<file path="config.mk">
export PLATFORM = sky130hd
export DESIGN_NAME = fifo_ptr_ctrl
export DESIGN_NICKNAME = d
export VERILOG_FILES = /design/src/rtl/fifo_ptr_ctrl.sv
export SDC_FILE = /design/constraint.sdc
export NUM_CORES = 1
export LEC_CHECK = 0
export BUFFER_PORTS_ARGS = -buffer_cell sky130_fd_sc_hd__buf_2
export CAP_MARGIN = 25
export CORE_MARGIN = 2
export CORE_UTILIZATION = 44
export CTS_BUF_LIST = sky130_fd_sc_hd__clkbuf_16
export DETAILED_ROUTE_END_ITERATION = 7
export GPL_TIMING_DRIVEN = 0
export PLACE_DENSITY_LB_ADDON = 0.08
export SKIP_LAST_GASP = 1
export SYNTH_ARGS = -nofsm -noshare
export SYNTH_HDL_FRONTEND = slang
export SYNTH_SLANG_ARGS = --single-unit
</file>
<file path="constraint.sdc">
create_clock -name clk -period 1.8 [get_ports clk]
set_input_delay 0.36 -clock clk [delete_from_list [all_inputs] [get_ports clk]]
set_output_delay 0.36 -clock clk [all_outputs]
set_load 0.01 [all_outputs]
</file>
<file path="src/rtl/fifo_ptr_ctrl.sv">
// Head/tail pointer controller for a power-of-two circular FIFO.
// Produces storage write strobe/addresses and occupancy status flags.
module fifo_ptr_ctrl #(
    parameter int unsigned DEPTH_LOG2   = 3,
    parameter int unsigned AFULL_THRESH = (2 ** DEPTH_LOG2) - 1
) (
    input  logic                  clk,
    input  logic                  rst_aL,
    input  logic                  flush,
    input  logic                  enq_valid,
    output logic                  enq_ready,
    input  logic                  deq_ready,
    output logic                  deq_valid,
    output logic                  wr_en,
    output logic [DEPTH_LOG2-1:0] wr_addr,
    output logic [DEPTH_LOG2-1:0] rd_addr,
    output logic [DEPTH_LOG2:0]   count,
    output logic                  full,
    output logic                  empty,
    output logic                  almost_full
);

    localparam int unsigned PTR_W = DEPTH_LOG2 + 1;

    logic [PTR_W-1:0] head_q, head_d;
    logic [PTR_W-1:0] tail_q, tail_d;
    logic             enq_fire;
    logic             deq_fire;

    // Status derived purely from the registered pointers; MSB is the wrap bit.
    always_comb begin
        empty       = (head_q == tail_q);
        full        = (head_q[DEPTH_LOG2-1:0] == tail_q[DEPTH_LOG2-1:0]) &&
                      (head_q[DEPTH_LOG2] != tail_q[DEPTH_LOG2]);
        count       = tail_q - head_q;
        almost_full = (32'(count) >= AFULL_THRESH);
        enq_ready   = !full;
        deq_valid   = !empty;
        enq_fire    = enq_valid && enq_ready;
        deq_fire    = deq_valid && deq_ready;
        wr_en       = enq_fire;
        wr_addr     = tail_q[DEPTH_LOG2-1:0];
        rd_addr     = head_q[DEPTH_LOG2-1:0];
    end

    // Flush outranks both fires; the natural carry out of the index bits toggles the wrap bit.
    always_comb begin
        head_d = head_q;
        tail_d = tail_q;
        if (flush) begin
            head_d = '0;
            tail_d = '0;
        end else begin
            if (enq_fire) tail_d = tail_q + PTR_W'(1);
            if (deq_fire) head_d = head_q + PTR_W'(1);
        end
    end

    always_ff @(posedge clk or negedge rst_aL) begin
        if (!rst_aL) begin
            head_q <= '0;
            tail_q <= '0;
        end else begin
            head_q <= head_d;
            tail_q <= tail_d;
        end
    end

endmodule

</file>
---- After elaboration in Yosys (flattened, before gate mapping) ----
Index checks and enable logic that the tools add are counted.
cells by class
  reduce and logical (&&, ||, !) cells .... 7
  add/sub/neg operators ................... 3
  eq/ne operators ......................... 3
  mux-type cells .......................... 4
  $lt $le $gt $ge ......................... 1
operators by type and width
  kind                                                                number
  two-way mux 4 bit                                                   4
  adder 4 x 1 -> 4 bit (second input constant)                        2
  == test 4 bit                                                       1
  greater-or-equal comparator 4 x 3 -> 1 bit (second input constant)  1
  nonzero test 2 bit                                                  2
  subtractor 4 bit                                                    1
  == test 3 bit                                                       1
  logical AND 1 bit                                                   3
  zero test 1 bit                                                     2
  inequality test 1 bit                                               1
word-level totals
  register bits ........................... 8
  bits of input ports ..................... 5
  output and inout port bits .............. 16
  word-level logic and storage cells ...... 20

---- Logic depth before layout (Yosys ltp) ----
Gate-level depths: netlist of run 1.
  depth in word-level cells ............... 6
  depth in mapped cells ................... 7
  gate-level depth less buffers ........... 7

---- Least setup slack after synthesis of run 1 ----
OpenSTA, ideal clock, no wires.
  kind .................................... flip-flop to output port
  start ................................... reg tail_q[0]
  end ..................................... out almost_full
  arrival ................................. 1.555 ns
  path slack .............................. -0.115 ns
  stages on the path, launching flop included .. 8
  required time ........................... 1.440 ns
  path buffers ............................ 0
  cells stage by stage .................... dfrtp_1 inv_1 ha_1 inv_1 fa_1 xor2_1 nand3_1 o21ai_0
between the ends
  longest elaborated chain between the ends .. 2
RTL lines
  element                                     line  RTL
  start: declaration                          26    logic [PTR_W-1:0] tail_q, tail_d;
  start signal: assignment                    65    tail_q <= tail_d;
  subtractor 4 bit                            35    count = tail_q - head_q;
  via count[2]                                17    output logic [DEPTH_LOG2:0] count,
  greater-or-equal comparator 4 x 3 -> 1 bit  36    almost_full = (32'(count) >= AFULL_THRESH);
  end: declaration                            20    output logic almost_full
The timed path passes the listed nets, and every way through them passes these cells.

---- Worst setup path in the final report of run 1 ----
  start ................................... reg tail_q[0]
  end ..................................... out almost_full
between the ends
  longest elaborated chain between the ends .. 2
RTL lines
  element                                     line
  subtractor 4 bit                            35
  greater-or-equal comparator 4 x 3 -> 1 bit  36
No other way between the ends.

==> metrics.yaml, run 1 <==
hold_path:
  holdPathStages: 3
  hp-class: "in -> reg"
pwr:
  p_sw_uw: 320
  p_leak_uw: 0.000602
  p_int_uw: 770
  power_frac_clock: 0.341
  combPwrFrac: 0.469
  power_uw: 1090
  ir_drop_uv: 679
  power_density_nw_per_um2: 942
  switching_share: 0.294
  pwr-share-seq: 0.190
placement:
  gp_congestion: 0.739
  hpwl_um: 1080
  pre_cts_ws_ns: -0.115
  port_buffers: 20
  dp.cells: 113
clock_tree:
  cts-buffers-inserted: 3
  clkLatencyLatePin_ns: 0.23
  h-tree-depth: 1
  clk_pin_slew_ns: 0.04
  clock_tree.root_cell: "clkbuf_16"
  clock_sinks: 8
  clock_path_buffers: 2
  cts_tree: "done"
synthesis:
  synthesis.area_um2: 676
  yosysWarnings: 0
  ys_ff_latch: 8
  synth_top_area_cell: "dfrtp_1"
  yosys-top-cells-area: "dfrtp_1 30%, ha_1 9.3%, mux2_2 8.3%"
  seq_area_frac_synth: 0.296
  synth.net_count: 88
  yosysUniqueCellTypes: 26
  netlist_instances: 77
  synth_top_area_frac: 0.296
  avgSynthCellArea_um2: 8.77
route:
  drtAntennaViolNets: 0
  drtPass1Iterations: 4
  routed_wl_um: 1690
  drt_iter0_drc: 9
  wl_per_cell_um: 12.5
  drcViolationCount: 0
  vias: 701
  via_per_inst: 5.19
timing:
  final_max_slew_viol_count: 0
  fin_crit_ns: 2.01
  hold_violations: 0
  worst_hold_slack_ns: 0.427
  slew_headroom: 0.585
  setup_slack_ns: -0.206
  tightest_slew_ns: 0.619
  fin_crit_sh: 1.11
  fin_worst_skew_ns: 0.00113
  setup_violations: 11
  fmax_mhz: 498
  rsz0062_at_grt: "true"
floorplan:
  fp.dieW_um: 43.2
  start_util: 0.459
  dieArea_um2: 1860
  num_rows: 14
  die_h_um: 43.2
  top_level_ports: 21
  core_um2: 1470
job:
  timing.max_cap.violations: 0
grt:
  grt_pass1_vias: 660
  antenna_found_initial: 0
  grt-ovfl-total: 0
  grt_usage: 0.202
  grt_max_degree: 11
  grt_first_pass_wirelength_um: 2790
final_layout:
  antenna_cells: 0
  nets: 132
  stdcell_count: 135
  drive_gt1_frac: 0.639
  area_growth_syn_to_layout_pct: 71.5
critical_path:
  critPathTopFamily: "adder cells"
  crit_path_end_kind: "primary output"
  worstSetupStartpointType: "register"
  path_depth: 7
  path_class: "reg -> out"
  crit_slowest_cell: "fa_2"
  ff2ff_path_depth: 8
  worst-path-buf-inv: 3
  critical_path.most_common_cell: "inv_2"
  critPathRequiredTime_ns: 1.44
  worstPathCellList: "inv_2 -> ha_4 -> inv_2 -> fa_2 -> nand3_2 -> o21ai_2 -> buf_2"
  cp_max_fo: 2
  cpPeakStageDelay_ns: 0.53
  arrival_ns: 1.65
run_status:
  violations: "negative setup slack"
  outcome: "finished, violations left"
==> area by class of cell <==
cell class,count,area [µm²]
Multi-Input combinational cell,53,502
Buffer,8,60.1
Timing Repair Buffer,39,268
Fill cell,88,313
Sequential cell,8,204
Clock buffer,3,75.1
Inverter,8,30.0
Tap cell,16,20.0
==> worst reg2reg max path, stage by stage (launching register included) <==
cell and delay (ns):
dfrtp_1 0.38, inv_2 0.09, ha_4 0.23, and3_4 0.17
buf_6 0.13, buf_4 0.13, buf_4 0.12, a21oi_1 0.15
mux2_2 0.34
==> synth_stat cells <==
cell type / n
a21boi_1: 1
a21boi_2: 1
a21oi_1: 6
and3_1: 2
buf_2: 1
buf_4: 6
clkbuf_1: 1
dfrtp_1: 8
fa_1: 1
ha_1: 5
inv_1: 8
mux2_2: 5
mux2_4: 1
mux2i_1: 1
nand2_1: 6
nand3_1: 2
nand3b_1: 1
nand4_1: 2
nor2_1: 9
nor2b_1: 4
o2111ai_1: 1
o21ai_0: 1
o31ai_1: 1
xnor2_1: 1
xor2_1: 1
xor2_2: 1
==> path summary, 6_finish.rpt <==
| path | slack [ns] | end | start |
|---|---|---|---|
| setup / recovery | -0.21 | almost_full | tail_q[0] |
| hold / removal | 0.43 | head_q[1] | deq_ready |
| setup reg to reg | -0.06 | tail_q[2] | head_q[2] |
| hold reg to reg | 0.62 | head_q[1] | head_q[1] |
| max in group asynchronous | 1.11 | tail_q[1] | rst_aL |
| min in group asynchronous | 0.51 | head_q[1] | rst_aL |
==> registers in the layout, summed over array words and instances (netlist names) <==
name,cells
tail_q,4
head_q,4
==> power groups by stage <==
stage | clock network, µW | registers, µW | logic (µW)
3_3_place_gp | 0 | 213 | 290
6_report | 372 | 207 | 512
3_5_place_dp | 0 | 213 | 296
5_1_grt | 389 | 209 | 555
4_1_cts | 384 | 206 | 375
2_1_floorplan | 0 | 208 | 204
==> metrics by stage <==
step | area [µm²] | util | setup TNS, ns
5_1_grt | 1160 | 0.787 | -1.67
3_5_place_dp | 810 | 0.550 | -0.377
4_1_cts | 1050 | 0.717 | -1.07
2_1_floorplan | 689 | - | 0
3_3_place_gp | 810 | 0.550 | -0.241
6_report | 1160 | 0.787 | -0.925
==> cells in the final DEF (no fill, tap or decap), types with 2 or more instances in the layout <==
master      n
a21oi_1     4
a21oi_2     2
clkbuf_16   3
inv_2       5
mux2_2      4
dfrtp_2     3
nand4_1     2
dfrtp_1     5
nor2_1      9
nor2b_1     4
buf_4      23
ha_4        3
nand2_1     5
buf_2      17
a21boi_4    2
inv_1       3
buf_6       5
ha_1        2
mux2_4      2
==> timing repair <==
| action | 4_1_cts | 5_1_grt |
|---|---|---|
| setup endpoints to repair | 15 | 11 |
| gates resized for setup | 16 | 14 |
| hold buffers | 1 | 0 |
| pin swaps | 5 | 3 |
| buffers inserted | 13 | 6 |
| endpoints found under the hold margin | 8 | 0 |
==> routing by layer <==
metal | vias to the layer above | track usage | share of wire
li1 | 336 | - | -
met4 | 0 | 0.0909 | 0.029
met2 | 23 | 0.364 | 0.49
met1 | 338 | 0.222 | 0.43
met5 | - | 0 | 0
met3 | 4 | 0.0426 | 0.048
==> kinds of logic after synthesis <==
family | after synthesis | share of synthesized area
buf+inv | 16 | 0.124
fa+ha+maj | 6 | 0.122
mux | 7 | 0.120
flops | 8 | 0.296
xor+xnor | 3 | 0.0500
compound gates | 11 | 0.104
simple gates | 26 | 0.183
(Power assumes the default switching activity.)
==> run 2, diff against run 1 <==
Settings changed: ABC_CLOCK_PERIOD_IN_PS from default to 1800, PLACE_DENSITY from default to 0.73, PLACE_DENSITY_LB_ADDON 0.08 to default, SETUP_SLACK_MARGIN from default to 0.05.
==> metrics.yaml, run 2 (synthesis gave the netlist of run 1 again) <==
grt:
  antenna_found_initial: 0  # unchanged
  grt-ovfl-total: 0  # unchanged
  grt_usage: 0.213  # +0.0107
  grt_pass1_vias: 653  # -1.1%
  grt_first_pass_wirelength_um: 2820  # +1.0%
  grt_max_degree: 11  # unchanged
timing:
  rsz0062_at_grt: "true"
  worst_hold_slack_ns: 0.499  # +0.0719 ns
  fmax_mhz: 493  # -1.0%
  slew_headroom: 0.694  # +0.109
  setup_slack_ns: -0.227  # -0.0210 ns
  fin_worst_skew_ns: 0.00215  # +0.00101 ns
  fin_crit_ns: 2.03  # +0.0210 ns
  final_max_slew_viol_count: 0  # unchanged
  tightest_slew_ns: 0.457  # -0.162 ns
  hold_violations: 0  # unchanged
  fin_crit_sh: 1.13  # +0.0117
  setup_violations: 10  # -1
  tns_ns: -1.02  # -0.100 ns
clock_tree:
  clock_path_buffers: 2  # unchanged
  clk_pin_slew_ns: 0.04  # about the same
  cts-buffers-inserted: 3  # unchanged
  cts_tree: "done"
  clock_sinks: 8  # unchanged
  clock_tree.root_cell: "clkbuf_16"
  h-tree-depth: 1  # unchanged
  clkLatencyLatePin_ns: 0.24  # about the same
placement:
  port_buffers: 20  # unchanged
  place_area_um2: 817  # +0.93%
  hpwl_um: 1050  # -2.6%
  gp_congestion: 0.753  # +1.9%
pwr:
  power_density_nw_per_um2: 941  # -0.10%
  p_leak_uw: 0.000562  # -6.6%
  power_uw: 1060  # -3.2%
  ir_drop_uv: 605  # -11%
final_layout:
  final_cell_area_um2: 1120  # -3.1%
  finish.utilization: 0.763  # -0.0247
  area_growth_syn_to_layout_pct: 66.1
  antenna_cells: 0  # unchanged
  fill_cells: 93  # +5.7%
  final_cell_mix: "17 x buf_4, 17 x buf_2, 9 x nor2_1"
  nets: 125  # -5.3%
  reg.largest.list: "head_q: 4 flops, tail_q: 4 flops"
  drive_gt1_frac: 0.643  # +0.00420
critical_path:
  critical_path.most_common_cell: "inv_2"
  r2r_end: "head_q[0]"
  cpPeakStageDelay_ns: 0.54  # about the same
  worstSetupStartpointType: "register"
  critPathCapture: "almost_full"
  ff2ff_path_depth: 7  # -1
  r2r_setup_slack_ns: -0.03  # +0.03 ns
  crit_slowest_cell: "fa_2"
  cp_max_fo: 2  # unchanged
  path_class: "reg -> out"
  arrival_ns: 1.67  # +0.02 ns
  critPathRequiredTime_ns: 1.44  # about the same
  crit_path_end_kind: "primary output"
  worstPathCellList: "inv_2 -> ha_4 -> inv_2 -> fa_2 -> nand3_2 -> o21ai_2 -> buf_2"
  rr_startpoint: "head_q[2]"
  startpoint: "tail_q[0]"
floorplan:
  top_level_ports: 21  # unchanged
  die_h_um: 43.2  # unchanged
  start_util: 0.459  # unchanged
  fp.dieW_um: 43.2  # unchanged
  dieArea_um2: 1860  # unchanged
  core_um2: 1470  # unchanged
  num_rows: 14  # unchanged
route:
  drt_iter0_drc: 8  # -1
  vias: 672  # -4.1%
  drcViolationCount: 0  # unchanged
  drtPass1Iterations: 4  # unchanged
  drtAntennaViolNets: 0  # unchanged
  via_per_inst: 5.25  # +1.1%
  routed_wl_um: 1910  # +13%
  wl_per_cell_um: 14.9  # +19%
hold_path:
  hp-class: "in -> async"
run_status:
  violations: "negative setup slack"
  outcome: "finished, violations left"
job:
  timing.max_cap.violations: 0  # unchanged
-- run 2: cell types whose count changed in the layout (fill, tap and decap cells not counted) --
cell      before  now
and3_4         1    2
xnor2_2        0    1
inv_2          5    4
a21boi_2       0    1
buf_6          5    4
and3_1         1    0
a21oi_2        2    3
xnor2_1        1    0
a21boi_4       2    1
a21oi_1        4    2
inv_1          3    4
buf_4         23   17
a21oi_4        0    1
-- run 2: report_power, final --
group	internal (µW)	leakage [µW]	switching [µW]
Combinational	238	0.000420	229
Clock	287	0.0000370	94.0
Sequential	194	0.000105	13.7
-- run 2: routing by layer --
layer,up-vias,wire (µm),GRT usage,share of wire
met2,22,919,0.352,0.48
li1,325,-,-,-
met1,316,816,0.243,0.43
met3,9,104,0.0553,0.054
met5,-,0,0,0
met4,0,70,0.121,0.037
-- run 2: area by class of cell --
type / instances / area, µm² / share of cell area
plain buffers: 8 / 60.1 / 0.0535
clock buffers: 3 / 75.1 / 0.0669
inverters: 8 / 30.0 / 0.0268
multi-input cells: 53 / 522 / 0.465
flip-flops and latches: 8 / 204 / 0.182
well taps: 16 / 20.0 / 0.0178
repair buffers: 32 / 211 / 0.188
-- run 2: worst max-delay path: cells and delay by family, from the launching register on --
kind	cells	cell delay, ns
adder cells (fa/ha/maj)	2	0.68
flip-flops	1	0.38
buffers and inverters	3	0.25
AND/OR/NAND/NOR	1	0.07
AO/OA/AOI/OAI	1	0.05
-- run 2: through the flow --
stage | setup slack [ns] | std cells
finish | -0.227 | 128
global route | -0.288 | 128
CTS | -0.209 | 126
detailed placement | -0.0954 | 113
global placement | -0.0667 | 113
floorplan | 0.0414 | 77
-- run 2: how the worst min path moves through the flow --
stage	from	to	depth (start not counted)
after floorplan	rst_aL	head_q[0]	0
after global placement	rst_aL	tail_q[1]	1
after detailed placement	rst_aL	tail_q[2]	1
after CTS	deq_ready	head_q[1]	3
after global routing	rst_aL	tail_q[0]	2
final	rst_aL	head_q[3]	2
-- run 2: what timing repair did --
action,CTS,global route
setup buffers,9,2
pin swaps,2,6
endpoints found under the setup margin,15,12
gates resized for setup,26,5
hold buffers,1,0
hold endpoints to repair,8,0
